File: src/rtl/mips_pkg.sv
`default_nettype none
// ============================================================================
//  Module   : mips_pkg
//  Purpose  : Shared constants, types and helpers for the MIPS pipeline
//             hazard control logic.
//  Revision : 1.0  initial release
// ============================================================================
package mips_pkg;

    // E-stage operand mux select encodings
    localparam logic [1:0] FWD_RF = 2'b00;   // value read from the register file
    localparam logic [1:0] FWD_W  = 2'b01;   // result currently in W
    localparam logic [1:0] FWD_M  = 2'b10;   // result currently in M

    // Default mult/div occupancy in cycles after the start edge (legal 1..15)
    localparam int MD_LAT_DEFAULT = 4;

    // Mult/div unit occupancy state
    typedef enum logic [0:0] {
        IDLE = 1'b0,
        BUSY = 1'b1
    } md_state_t;

    // Pick the forwarding source for one E-stage operand. M wins over W
    // because it holds the younger write to the same register. Register 0
    // is hard-wired to zero and is never forwarded.
    function automatic logic [1:0] fwd_sel(
        input logic       regwrite_m,
        input logic [4:0] writereg_m,
        input logic       regwrite_w,
        input logic [4:0] writereg_w,
        input logic [4:0] src
    );
        logic [1:0] sel;
        sel = FWD_RF;
        if (regwrite_m && (writereg_m != 5'd0) && (writereg_m == src)) begin
            sel = FWD_M;
        end else if (regwrite_w && (writereg_w != 5'd0) && (writereg_w == src)) begin
            sel = FWD_W;
        end
        return sel;
    endfunction

endpackage
`default_nettype wire

File: src/rtl/md_busy_tracker.sv
`default_nettype none
// ============================================================================
//  Module   : md_busy_tracker
//  Purpose  : Tracks occupancy of the multi-cycle mult/div unit. MdBusy is
//             high for exactly MD_LAT cycles after the edge that samples
//             MdStartE in IDLE.
//  Revision : 1.0  initial release
// ============================================================================
module md_busy_tracker
    import mips_pkg::*;
#(
    parameter int MD_LAT = MD_LAT_DEFAULT
) (
    input  logic clk,
    input  logic reset,
    input  logic MdStartE,
    output logic MdBusy
);

    localparam logic [3:0] c_md_lat = 4'(MD_LAT);

    md_state_t  state_q, state_d;
    logic [3:0] md_cnt_q, md_cnt_d;

    // Next-state and countdown; a start request while BUSY is ignored
    always_comb begin
        state_d  = state_q;
        md_cnt_d = md_cnt_q;
        case (state_q)
            IDLE: begin
                if (MdStartE) begin
                    state_d  = BUSY;
                    md_cnt_d = c_md_lat;
                end
            end
            BUSY: begin
                md_cnt_d = md_cnt_q - 4'd1;
                if (md_cnt_q == 4'd1) begin
                    state_d = IDLE;
                end
            end
            default: begin
                state_d  = IDLE;
                md_cnt_d = 4'd0;
            end
        endcase
    end

    // State and counter registers; reset discards any operation in flight
    always_ff @(posedge clk) begin
        if (reset) begin
            state_q  <= IDLE;
            md_cnt_q <= 4'd0;
        end else begin
            state_q  <= state_d;
            md_cnt_q <= md_cnt_d;
        end
    end

    assign MdBusy = (state_q == BUSY);

endmodule
`default_nettype wire

File: src/rtl/hazard_ctrl.sv
`default_nettype none
// ============================================================================
//  Module   : hazard_ctrl
//  Purpose  : Stall, flush and forwarding control for the 5-stage MIPS
//             pipeline: load-use and mult/div hazards, taken-branch redirect
//             resolved in E, and a saturating stall-cycle counter.
//  Revision : 1.0  initial release
// ============================================================================
module hazard_ctrl
    import mips_pkg::*;
#(
    parameter int MD_LAT = MD_LAT_DEFAULT,
    parameter int CNT_W  = 32
) (
    input  logic             clk,
    input  logic             reset,
    input  logic [4:0]       RsD,
    input  logic [4:0]       RtD,
    input  logic [4:0]       RsE,
    input  logic [4:0]       RtE,
    input  logic [4:0]       WriteRegE,
    input  logic [4:0]       WriteRegM,
    input  logic [4:0]       WriteRegW,
    input  logic             RegWriteE,
    input  logic             RegWriteM,
    input  logic             RegWriteW,
    input  logic             MemtoRegE,
    input  logic             BranchE,
    input  logic             ZeroE,
    input  logic             MdStartE,
    input  logic             MdUseD,
    output logic             StallF,
    output logic             StallD,
    output logic             FlushD,
    output logic             FlushE,
    output logic [1:0]       ForwardAE,
    output logic [1:0]       ForwardBE,
    output logic             PCSrcE,
    output logic             MdBusy,
    output logic [CNT_W-1:0] StallCount
);

    logic             w_lwstall;
    logic             w_mdstall;
    logic             w_pcsrc;
    logic             w_stall;
    logic [CNT_W-1:0] stall_cnt_q, stall_cnt_d;

    // The E-stage destination is never a forwarding source (its result is
    // not ready yet), so these inputs are intentionally not consumed.
    logic w_unused;
    assign w_unused = ^{WriteRegE, RegWriteE};

    md_busy_tracker #(
        .MD_LAT (MD_LAT)
    ) u_md_busy (
        .clk      (clk),
        .reset    (reset),
        .MdStartE (MdStartE),
        .MdBusy   (MdBusy)
    );

    // Raw hazard conditions; a taken branch squashes D, so it overrides stalls
    always_comb begin
        w_lwstall = MemtoRegE && (RtE != 5'd0) && ((RtE == RsD) || (RtE == RtD));
        w_mdstall = MdBusy && MdUseD;
        w_pcsrc   = BranchE && ZeroE;
        w_stall   = (w_lwstall || w_mdstall) && !w_pcsrc;
    end

    // Pipeline controls; reset holds the pipe flushed with no redirect
    always_comb begin
        if (reset) begin
            StallF    = 1'b0;
            StallD    = 1'b0;
            FlushD    = 1'b1;
            FlushE    = 1'b1;
            PCSrcE    = 1'b0;
            ForwardAE = FWD_RF;
            ForwardBE = FWD_RF;
        end else begin
            StallF    = w_stall;
            StallD    = w_stall;
            FlushD    = w_pcsrc;
            FlushE    = w_lwstall || w_mdstall || w_pcsrc;
            PCSrcE    = w_pcsrc;
            ForwardAE = fwd_sel(RegWriteM, WriteRegM, RegWriteW, WriteRegW, RsE);
            ForwardBE = fwd_sel(RegWriteM, WriteRegM, RegWriteW, WriteRegW, RtE);
        end
    end

    // Saturating count of cycles in which D is held
    always_comb begin
        stall_cnt_d = stall_cnt_q;
        if (StallD && (stall_cnt_q != {CNT_W{1'b1}})) begin
            stall_cnt_d = stall_cnt_q + CNT_W'(1);
        end
    end

    // Stall counter register
    always_ff @(posedge clk) begin
        if (reset) begin
            stall_cnt_q <= '0;
        end else begin
            stall_cnt_q <= stall_cnt_d;
        end
    end

    assign StallCount = stall_cnt_q;

endmodule
`default_nettype wire

File: config.mk
export PLATFORM = sky130hd
export DESIGN_NAME = hazard_ctrl
export DESIGN_NICKNAME = d
export VERILOG_FILES = /design/src/rtl/mips_pkg.sv /design/src/rtl/md_busy_tracker.sv /design/src/rtl/hazard_ctrl.sv
export SDC_FILE = /design/constraint.sdc
export NUM_CORES = 1
export LEC_CHECK = 0
export CORE_UTILIZATION = 30
export CTS_CLUSTER_DIAMETER = 40
export DETAILED_ROUTE_END_ITERATION = 7
export DONT_BUFFER_PORTS = 1
export PLACE_DENSITY = 0.44
export SYNTH_ARGS = -nofsm -noshare
export SYNTH_HDL_FRONTEND = slang
export SYNTH_HIERARCHICAL = 1
export SYNTH_SLANG_ARGS = --single-unit
File: constraint.sdc
create_clock -name clk -period 2.38 [get_ports clk]
set_input_delay 0.119 -clock clk [delete_from_list [all_inputs] [get_ports clk]]
set_output_delay 0.119 -clock clk [all_outputs]
set_load 0.05 [all_outputs]
==> results of run 1 <==
## placed cells by master, fill, tap and decap left out, types with 2 or more instances in the layout
cell                       Yosys  layout
sky130_fd_sc_hd__buf_4         4      44
sky130_fd_sc_hd__dfxtp_1      37      37
sky130_fd_sc_hd__a21oi_1      31      31
sky130_fd_sc_hd__xor2_1       21      21
sky130_fd_sc_hd__or3_1        21      21
sky130_fd_sc_hd__nand3_1      17      17
sky130_fd_sc_hd__or4_1        15      15
sky130_fd_sc_hd__nand2_1      12      12
sky130_fd_sc_hd__o31ai_1      12      12
sky130_fd_sc_hd__nor2_1       11      11
sky130_fd_sc_hd__xnor2_1      10      10
sky130_fd_sc_hd__o21ai_1      10      10
sky130_fd_sc_hd__o21ai_0       9       9
sky130_fd_sc_hd__inv_1         9       9
sky130_fd_sc_hd__nand4_1       6       6
sky130_fd_sc_hd__clkbuf_8      0       6
sky130_fd_sc_hd__nor4_2        0       4
sky130_fd_sc_hd__nand2b_1      4       4
sky130_fd_sc_hd__nor3_1        3       3
sky130_fd_sc_hd__nor3_2        3       3
sky130_fd_sc_hd__and3_1        3       3
sky130_fd_sc_hd__and4_1        3       3
sky130_fd_sc_hd__ha_1          3       3
sky130_fd_sc_hd__nor2b_1       2       2
sky130_fd_sc_hd__o21a_1        2       2
sky130_fd_sc_hd__and2_1        2       2
sky130_fd_sc_hd__a31oi_1       2       2
sky130_fd_sc_hd__nor4_1        6       2
sky130_fd_sc_hd__mux2_1        2       2
sky130_fd_sc_hd__mux2i_1       2       2
sky130_fd_sc_hd__buf_12        0       2
sky130_fd_sc_hd__or3b_1        2       2
## cell type report
cell class	count	area, µm²
clock buffer	7	86.3
timing repair buffer	47	380
fill	813	4850
inverter	9	33.8
sequential	37	741
antenna	1	2.50
tap	102	128
multi-input combinational	225	1510
## timing repair
item                      in CTS  in global routing
gates resized for setup        0                  0
hold endpoints to repair      36                  0
hold buffers                   2                  0
## report_power, final
part / leakage, nW / internal (mW) / switching (mW)
clock network: 0.0443 / 0.230 / 0.231
registers: 0.299 / 0.627 / 0.00768
logic: 0.634 / 0.0683 / 0.0986
## per-layer routing
layer / track usage, % / part of all wire, %
met3: 5.19 / 5.9
met4: 3.57 / 0.86
met2: 24.1 / 45
met1: 19.5 / 48
met5: 0 / 0
## worst max-delay path, cell delays in order, from the launching register on
cell and delay (ns):
sky130_fd_sc_hd__dfxtp_1 0.32, sky130_fd_sc_hd__ha_1 0.23, sky130_fd_sc_hd__nand3_1 0.17, sky130_fd_sc_hd__nor3_2 0.09
sky130_fd_sc_hd__a211o_4 0.42, sky130_fd_sc_hd__buf_12 0.19, sky130_fd_sc_hd__or4_1 0.46, sky130_fd_sc_hd__a21oi_1 0.15
## state kept, by name, indices dropped and copies added (netlist names)
signal	flops
u_md_busy/md_cnt_q	4
StallCount	32
u_md_busy/MdBusy	1
## kinds of logic (layout without fill, tap and decap cells)
| logic type | Yosys count | in the layout | share of synthesized area [%] |
|---|---|---|---|
| AO/OA/AOI/OAI | 74 | 74 | 19.2 |
| XOR/XNOR | 31 | 31 | 11.4 |
| other | 0 | 1 | 0 |
| multiplexers | 4 | 4 | 1.78 |
| flip-flops | 37 | 37 | 31.1 |
| adder cells (fa/ha/maj) | 3 | 3 | 1.57 |
| buffers and inverters | 29 | 63 | 6.72 |
| AND/OR/NAND/NOR | 113 | 113 | 28.3 |
## worst max-delay path by stage
stage          slack, ns            from              to  cells after the start
6_report            0.28   StallCount[0]   StallCount[9]                      7
3_3_place_gp        0.31   StallCount[0]   StallCount[9]                      7
5_1_grt             0.09  StallCount[15]  StallCount[28]                      6
4_1_cts             0.26   StallCount[0]   StallCount[9]                      7
2_1_floorplan       0.02   StallCount[6]  StallCount[31]                      6
3_5_place_dp        0.29   StallCount[0]   StallCount[9]                      7
## per-stage QoR
step / setup WS (ns) / hold WS [ns] / utilization, % / instances / instance area, µm²
2_1_floorplan: 0.0190 / 0.185 / - / 291 / 2400
3_3_place_gp: 0.311 / 0.190 / 35.7 / 418 / 2760
3_5_place_dp: 0.286 / 0.192 / 35.7 / 418 / 2760
5_1_grt: 0.0907 / 0.0141 / 37.2 / 427 / 2880
6_report: 0.280 / 0.00994 / 37.3 / 428 / 2880
4_1_cts: 0.262 / 0.00468 / 37.2 / 427 / 2880
==> impl_summary.md, run 1 <==
Setup path
By startpoint and endpoint, the worst setup path is classified as reg2reg. In this run the critical register-to-register path is launched from StallCount[0]. The number of cells traversed by the worst register-to-register path is 7. The worst endpoint required time is between 2 and 3 ns. The slack of the worst reg-to-reg path is between 0.2 and 0.3 ns. In this run the critical register-to-register path is captured at StallCount[9]. The critical path endpoint category is a flip-flop. The largest fanout on the critical path is 29.

The launching element type of the critical path is a flip-flop. The data arrival at the endpoint of the critical path is 2.32 ns.

Timing
The final hold violation count is 0. The worst path needs 2.10 ns of the cycle, external delays included. The setup violation total in the final timing report is 0.

For this run, the top clock speed supported by timing is approximately 480 MHz. Setup repair after global routing left no endpoint under its margin. The worst relative slew slack is around 41%. The number of max-slew violations in the final report is 0.

The total negative setup slack is 0 ns. For the pin with the worst max-slew slack, the measured transition is between 0.8 and 0.9 ns. The portion of the clock cycle consumed by the worst path in the final layout is slightly below 90%. For the final database, setup skew stands at between 0.004 and 0.005 ns.

Logic synthesis
The proportion of synthesized chip area in sequential cells is a little under a third. The netlist area before placement is approximately 2400 µm². The primary flip-flop cell chosen by synthesis mapping is sky130_fd_sc_hd__dfxtp_1. The cell accounting for the most synthesized area is sky130_fd_sc_hd__dfxtp_1.

The number of library cell types mapped by synthesis is 44. The fraction of registers with async set/reset is 0%. When the netlist entered floorplanning its net count stood at around 340. Each instance of the synthesized netlist takes up on average roughly 8 µm². The cell count after synthesis came out at between 200 and 300. Summed over its instances, the top area cell type makes up a little under a third of the synthesized netlist area. The number of enable flip-flop cells after synthesis is 0. For this run, the number of Yosys warnings is 6.

The most numerous cell in the Yosys netlist is sky130_fd_sc_hd__dfxtp_1. In the synthesized netlist, the cells that appear most often are 37 x sky130_fd_sc_hd__dfxtp_1, 31 x sky130_fd_sc_hd__a21oi_1, 21 x sky130_fd_sc_hd__or3_1, 21 x sky130_fd_sc_hd__xor2_1, 17 x sky130_fd_sc_hd__nand3_1. The number of synthesized register bits is 37. Ranked by total cell area, the synthesized netlist is headed by sky130_fd_sc_hd__dfxtp_1 31%, sky130_fd_sc_hd__xor2_1 7.7%, sky130_fd_sc_hd__a21oi_1 6.5%, sky130_fd_sc_hd__or3_1 5.5%, sky130_fd_sc_hd__or4_1 4.7%.

Finish
The post-route netlist has 19.4% of its cells at a drive strength greater than 1. The area growth from synthesis to layout is 20.8%. After the last flow step, the layout net total stands at about 370.

Clock network
Counting every sink on the clock net gives 37. The root buffer cell is sky130_fd_sc_hd__clkbuf_8. For the worst-skew pair, the clock arrives at the later sink with an insertion delay of between 0.2 and 0.3 ns. The level count of the clock H-tree is 2. TritonCTS built the clock tree. Once the clock tree was built, the setup fixing pass inserted 0 buffers. The clock edge transition at the registers on the reported setup and hold paths is 0.07 ns. The deepest clock path buffer count is 2. Counting the buffers created by CTS gives 5.

Run
The tool flagged a number of max-cap violations equal to 0.

Power
The worst-case IR drop observed on VDD is approximately 0.19 mV. Dividing total power by cell area gives a power density of between 400 and 500 nW/µm². The total power consumption of the routed design is about 1.3 mW. The reported leakage power is 0.977 nW.

Routing
The starting DRC count in detailed routing is 70. The count of unresolved DRC violations after routing is 0. The detailed router placed roughly 2200 vias in this run. The detail route stage leaves a number of antenna-violating nets equal to 0. For this block, the routed nets add up to 6.16 mm of wire. The count of TritonRoute iterations in the first routing pass is 6. The mean number of vias per cell is between 5 and 6. The routed wire length per instance is between 10 and 15 µm.

Worst hold path
The origin of the worst min-delay path is MdStartE. The end point of the worst hold path is u_md_busy/md_cnt_q[1]. Along the worst hold path, the cell count comes to 2. The worst min-delay path class is in2reg.

Outcome
The flow ran to the end, and the final reports show no timing, DRC or antenna violations.

Global route
Global routing used around 15% of the available tracks. The pin count of the biggest net entering global routing is 37. The initial antenna violation count is 0. The via count of the first global-routing pass is between 2000 and 2500.

The global-route congestion overflow total is 0. The global-route wire length before repair is around 10 mm.

Floorplan
The width of the die is approximately 91 µm. The total area inside the core boundary comes to 7730 µm². The floorplan die height is a little over 90 µm.

The starting density of the core is 30.9%. The standard-cell row count is 32. The floorplan step defined a die boundary enclosing between 8000 and 9000 µm². slightly below 90 I/O pins were placed.

Placed design
The count of buffers added on input and output ports is 0. The placed wire-length estimate is ~4.6 mm. The final estimated routing congestion in global placement is just over 0.7.
Note: power is estimated with default switching activity, not from simulation.
==> run 2: changes to the inputs <==
- ABC_AREA: unset -> 1
==> run 2 against run 1 <==
Clock skew increased by 0.0092 ns. Final cell count increased by 55%. Non-clock buffer count unchanged. Largest power group unchanged.
==> impl_summary.md, run 2 <==
Power
The part of the power in the clock network came to 40.9% (+4.4 points). The total power density per cell area is 399 nW/µm² (-9.0%). The worst voltage drop across the vdd grid is 0.267 mV (+40%). The cell-internal power came to 1.04 mW (+13%). The proportion of power drawn by combinational gates is 14.7% (+1.5 points). The sequential group share of total power is 44.4% (-5.8 points). The switching part of the total was 27.2% (+0.47 points).

The net switching power of the design came to 0.389 mW (+15%). The reported leakage power came to 1.42 nW (+45%).

Logic synthesis
The synthesized-area fraction occupied by adder cells came to 1.24% (-0.34 points). The cell accounting for the most synthesized area is sky130_fd_sc_hd__dfxtp_1. The fraction of the mapped netlist area in simple logic gates was 48.7% (+20 points). The primary flip-flop cell chosen by synthesis mapping is sky130_fd_sc_hd__dfxtp_1. The combinational family with the most area after synthesis is simple AND/OR/NAND/NOR gates. Ranked by instance count, the synthesized netlist is headed by 167 x sky130_fd_sc_hd__nand2_1, 70 x sky130_fd_sc_hd__nor2_1, 37 x sky130_fd_sc_hd__dfxtp_1. The number of enable flip-flop cells after synthesis is 0 (unchanged). The Yosys warning count is 6 (unchanged). The number of nets produced by synthesis was 544 (+60%). The most numerous cell in the Yosys netlist is sky130_fd_sc_hd__nand2_1.

The proportion of synthesized chip area in sequential cells was 24.4% (-6.7 points). Yosys attributes the largest share of cell area to sky130_fd_sc_hd__dfxtp_1 24%, sky130_fd_sc_hd__nand2_1 21%, sky130_fd_sc_hd__nor2_1 8.6%, sky130_fd_sc_hd__nand4_1 6.8%, sky130_fd_sc_hd__xnor2_1 4.6%. The per-instance average area after synthesis is 6.13 µm² (-25%). The fraction of post-synthesis cell area in the top cell type by area was 24.4% (-6.7 points). The number of synthesized register bits is 37 (unchanged). The XOR/XNOR share of the synthesized area is 9.22% (-2.2 points). The fraction of registers with async set/reset is 0% (unchanged). The synthesized-area fraction occupied by ao, oa, aoi and oai cells is 8.60% (-11 points). The number of library cell types mapped by synthesis is 34 (-23%). The synthesized instance count came to 496 (+70%). The multiplexer area fraction after synthesis is 0% (-1.8 points). The netlist area before placement is 3040 µm² (+27%).

Clock network
The clock edge transition at the registers on the reported setup and hold paths was 0.07 ns (about the same). The number of CTS-inserted buffers is 5 (unchanged). TritonCTS built the clock tree. The total number of clock tree sinks is 37 (unchanged). The number of buffers inserted by post-CTS setup repair is 0 (unchanged). The root buffer cell is sky130_fd_sc_hd__clkbuf_8. The level count of the clock H-tree came to 2 (unchanged). The insertion delay of the later-clocked pin in the worst-skew pair is 0.30 ns (about the same). The deepest clock path buffer count is 2 (unchanged). The count of cells resized by post-cts repair is 0 (unchanged).

Routing
The via count was 3171 (+42%). The count of unresolved DRC violations after routing is 0 (unchanged). The remaining number of nets flagged by the antenna check after routing is 0 (unchanged). The overall routed net length is 9.45 mm (+53%). The routed wire length per instance was 14.2 µm (-1.3%). The mean number of vias per cell is 4.77 (-8.7%). The count of TritonRoute iterations in the first routing pass is 5 (-1). The starting DRC count in detailed routing is 138 (+97%).

Floorplan
The width of the die is 103 µm (+13%). The core area is 9770 µm² (+26%). The floorplan die height came to 103 µm (+13%). The starting density of the core is 31.1% (+0.23 points). The standard-cell row count was 36 (+13%).

The floorplan die area is 10500 µm² (+27%). The number of top-level pins is 87 (unchanged).

Timing
The final setup slack of the worst path is 0.344 ns (+0.0638 ns). Setup repair after global routing left no endpoint under its margin. The highest clock rate is 491 MHz (+3.1%). The worst hold slack is 0.00213 ns (-0.00781 ns). The setup violation total in the final timing report was 0 (unchanged). The final critical-path required period is 2.04 ns (-0.0638 ns).

The final hold violation count came to 0 (unchanged). The total negative setup slack is 0 ns (unchanged). The portion of the clock cycle consumed by the worst path in the final layout is 85.5% (-2.7 points).

The final setup skew is 0.0138 ns (+0.00920 ns). The number of max-slew violations in the final report is 0 (unchanged). The worst relative slew slack is 41.0% (-0.36 points). The transition time at the pin with the least slew margin is 0.882 ns (+0.00533 ns).

Finish
The fraction of layout cells with a size suffix above 1 was 17.3% (-2.1 points). The combined area of the multi-input logic cells is 2060 µm² (+37%). The antenna diode instance count came to 0 (-1). The flip-flop and latch area is 741 µm² (unchanged). The final net count is 579 (+55%). In the layout the commonest cells are 167 x sky130_fd_sc_hd__nand2_1, 70 x sky130_fd_sc_hd__nor2_1, 45 x sky130_fd_sc_hd__buf_4. The core utilization of the finished layout is 36.7% (-0.56 points). The final cell count without fillers is 665 (+55%). Relative to the synthesized area, the layout overhead comes to 18.1%. The flip-flop count of the largest register, all copies and words added came to 32 (unchanged). The library cell used most frequently in the layout, excluding fill and tap cells, is sky130_fd_sc_hd__nand2_1.

The filler cell count in the final layout is 1118 (+38%).

Setup path
By startpoint and endpoint, the worst setup path is classified as reg2reg. The worst endpoint required time is 2.56 ns (-0.04 ns). The beginning of the worst register-to-register path is StallCount[0].

The slack of the worst reg-to-reg path came to 0.34 ns (+0.06 ns). The number of cells traversed by the worst register-to-register path is 10 (+3). The worst setup path is launched from a flip-flop. In this run the critical register-to-register path is captured at StallCount[0]. The largest fanout on the critical path is 33 (+14%). The end point of the critical path is StallCount[0]. The worst setup path is captured at a flip-flop.

The data arrival at the endpoint of the critical path is 2.21 ns (-0.11 ns). In this run the worst setup path begins at StallCount[0].

Global route
The most congested layer reported by global routing is met2. The global routing usage summed across all routing layers is 19.2% (+4.1 points). The routing usage on met3 was 4.34% (-0.85 points).

The initial antenna violation count was 0 (unchanged). The met2 track utilization from global routing is 33.4% (+9.3 points). The global-route wire length before repair was 15.6 mm (+52%). The pin count of the biggest net entering global routing was 36 (-2.7%). The via count of the first global-routing pass is 3127 (+49%). The global-route met1 utilization is 23.6% (+4.0 points). The global-route congestion overflow total is 0 (unchanged).

Outcome
The flow ran to the end, and the final reports show no timing, DRC or antenna violations.

Placed design
The count of input and output buffers is 0 (unchanged). The final estimated routing congestion in global placement is 0.908 (+26%). The post-placement cell count is 655 (+57%).

The worst setup timing slack at the placement stage is 0.366 ns (+0.0798 ns). The placed wire-length estimate was 7.36 mm (+61%).

Worst hold path
The worst hold path belongs to the class in2reg.

Run
The number of maximum-capacitance constraint violations is 0 (unchanged).
==> run 2: changes by cell type after synthesis, moves of 10 or more <==
cell,delta
sky130_fd_sc_hd__nand2_1,+155
sky130_fd_sc_hd__nor2_1,+59
sky130_fd_sc_hd__nand4_1,+27
sky130_fd_sc_hd__or3_1,-21
sky130_fd_sc_hd__inv_1,+20
sky130_fd_sc_hd__or4_1,-15
sky130_fd_sc_hd__nand3b_1,+14
sky130_fd_sc_hd__o31ai_1,-12
sky130_fd_sc_hd__nand2_2,+11
sky130_fd_sc_hd__a21oi_2,+10
==> run 2: power groups by stage <==
stage	Clock [mW]	Sequential (mW)	Combinational [mW]
global placement	0	0.650	0.193
CTS	0.599	0.636	0.212
finish	0.585	0.636	0.210
detailed placement	0	0.650	0.195
global route	0.629	0.637	0.236
floorplan	0	0.662	0.160
==> run 2: timing repair <==
action / in CTS / in global routing
hold buffers: 2 / 0
endpoints found under the hold margin: 35 / 0
endpoints found under the setup margin: 0 / 0
==> run 2: through the flow <==
stage | power, mW | area, µm²
final | 1.43 | 3590
after global routing | 1.50 | 3590
after CTS | 1.45 | 3590
after detailed placement | 0.846 | 3440
after global placement | 0.843 | 3440
after floorplan | 0.821 | 3040
==> run 2: kinds of logic after synthesis <==
group | after synthesis
AND/OR/NAND/NOR | 326
XOR/XNOR | 32
adder cells (fa/ha/maj) | 3
AO/OA/AOI/OAI | 43
buffers and inverters | 55
flip-flops | 37
==> run 2: how the worst min path moves through the flow <==
| stage | startpoint | end | slack, ns | cells past startpoint |
|---|---|---|---|---|
| floorplan | reset | u_md_busy/md_cnt_q[1] | 0.19 | 1 |
| global placement | reset | StallCount[22] | 0.19 | 1 |
| detailed placement | reset | StallCount[22] | 0.19 | 1 |
| CTS | reset | StallCount[1] | 0.002 | 3 |
| global route | reset | StallCount[1] | 0.02 | 3 |
| finish | reset | StallCount[1] | 0.002 | 3 |
==> run 2: worst max-delay path, cell delays in order, from the launching register on <==
cell and delay, ns:
sky130_fd_sc_hd__dfxtp_1 0.39, sky130_fd_sc_hd__ha_1 0.22, sky130_fd_sc_hd__nand2_1 0.13, sky130_fd_sc_hd__nor2_4 0.21
sky130_fd_sc_hd__nand3_2 0.10, sky130_fd_sc_hd__nor2_2 0.14, sky130_fd_sc_hd__nand4_4 0.11, sky130_fd_sc_hd__nand3_4 0.39
sky130_fd_sc_hd__nand2_1 0.09, sky130_fd_sc_hd__nand2_1 0.08, sky130_fd_sc_hd__nor2_1 0.04
==> run 2: layer usage <==
metal	vias up	wire length [µm]
met2	68	4460
met3	13	511
met5	-	0
met1	1423	4300
li1	1667	-
met4	0	181
==> run 2: cell type report <==
type                       instances  area share [%]
sequential                        37            20.6
clock buffer                       7            2.41
tap                              133            4.64
inverter                          36            3.77
timing repair buffer              47            10.3
clock inverter                     1           0.837
multi-input combinational        404            57.5
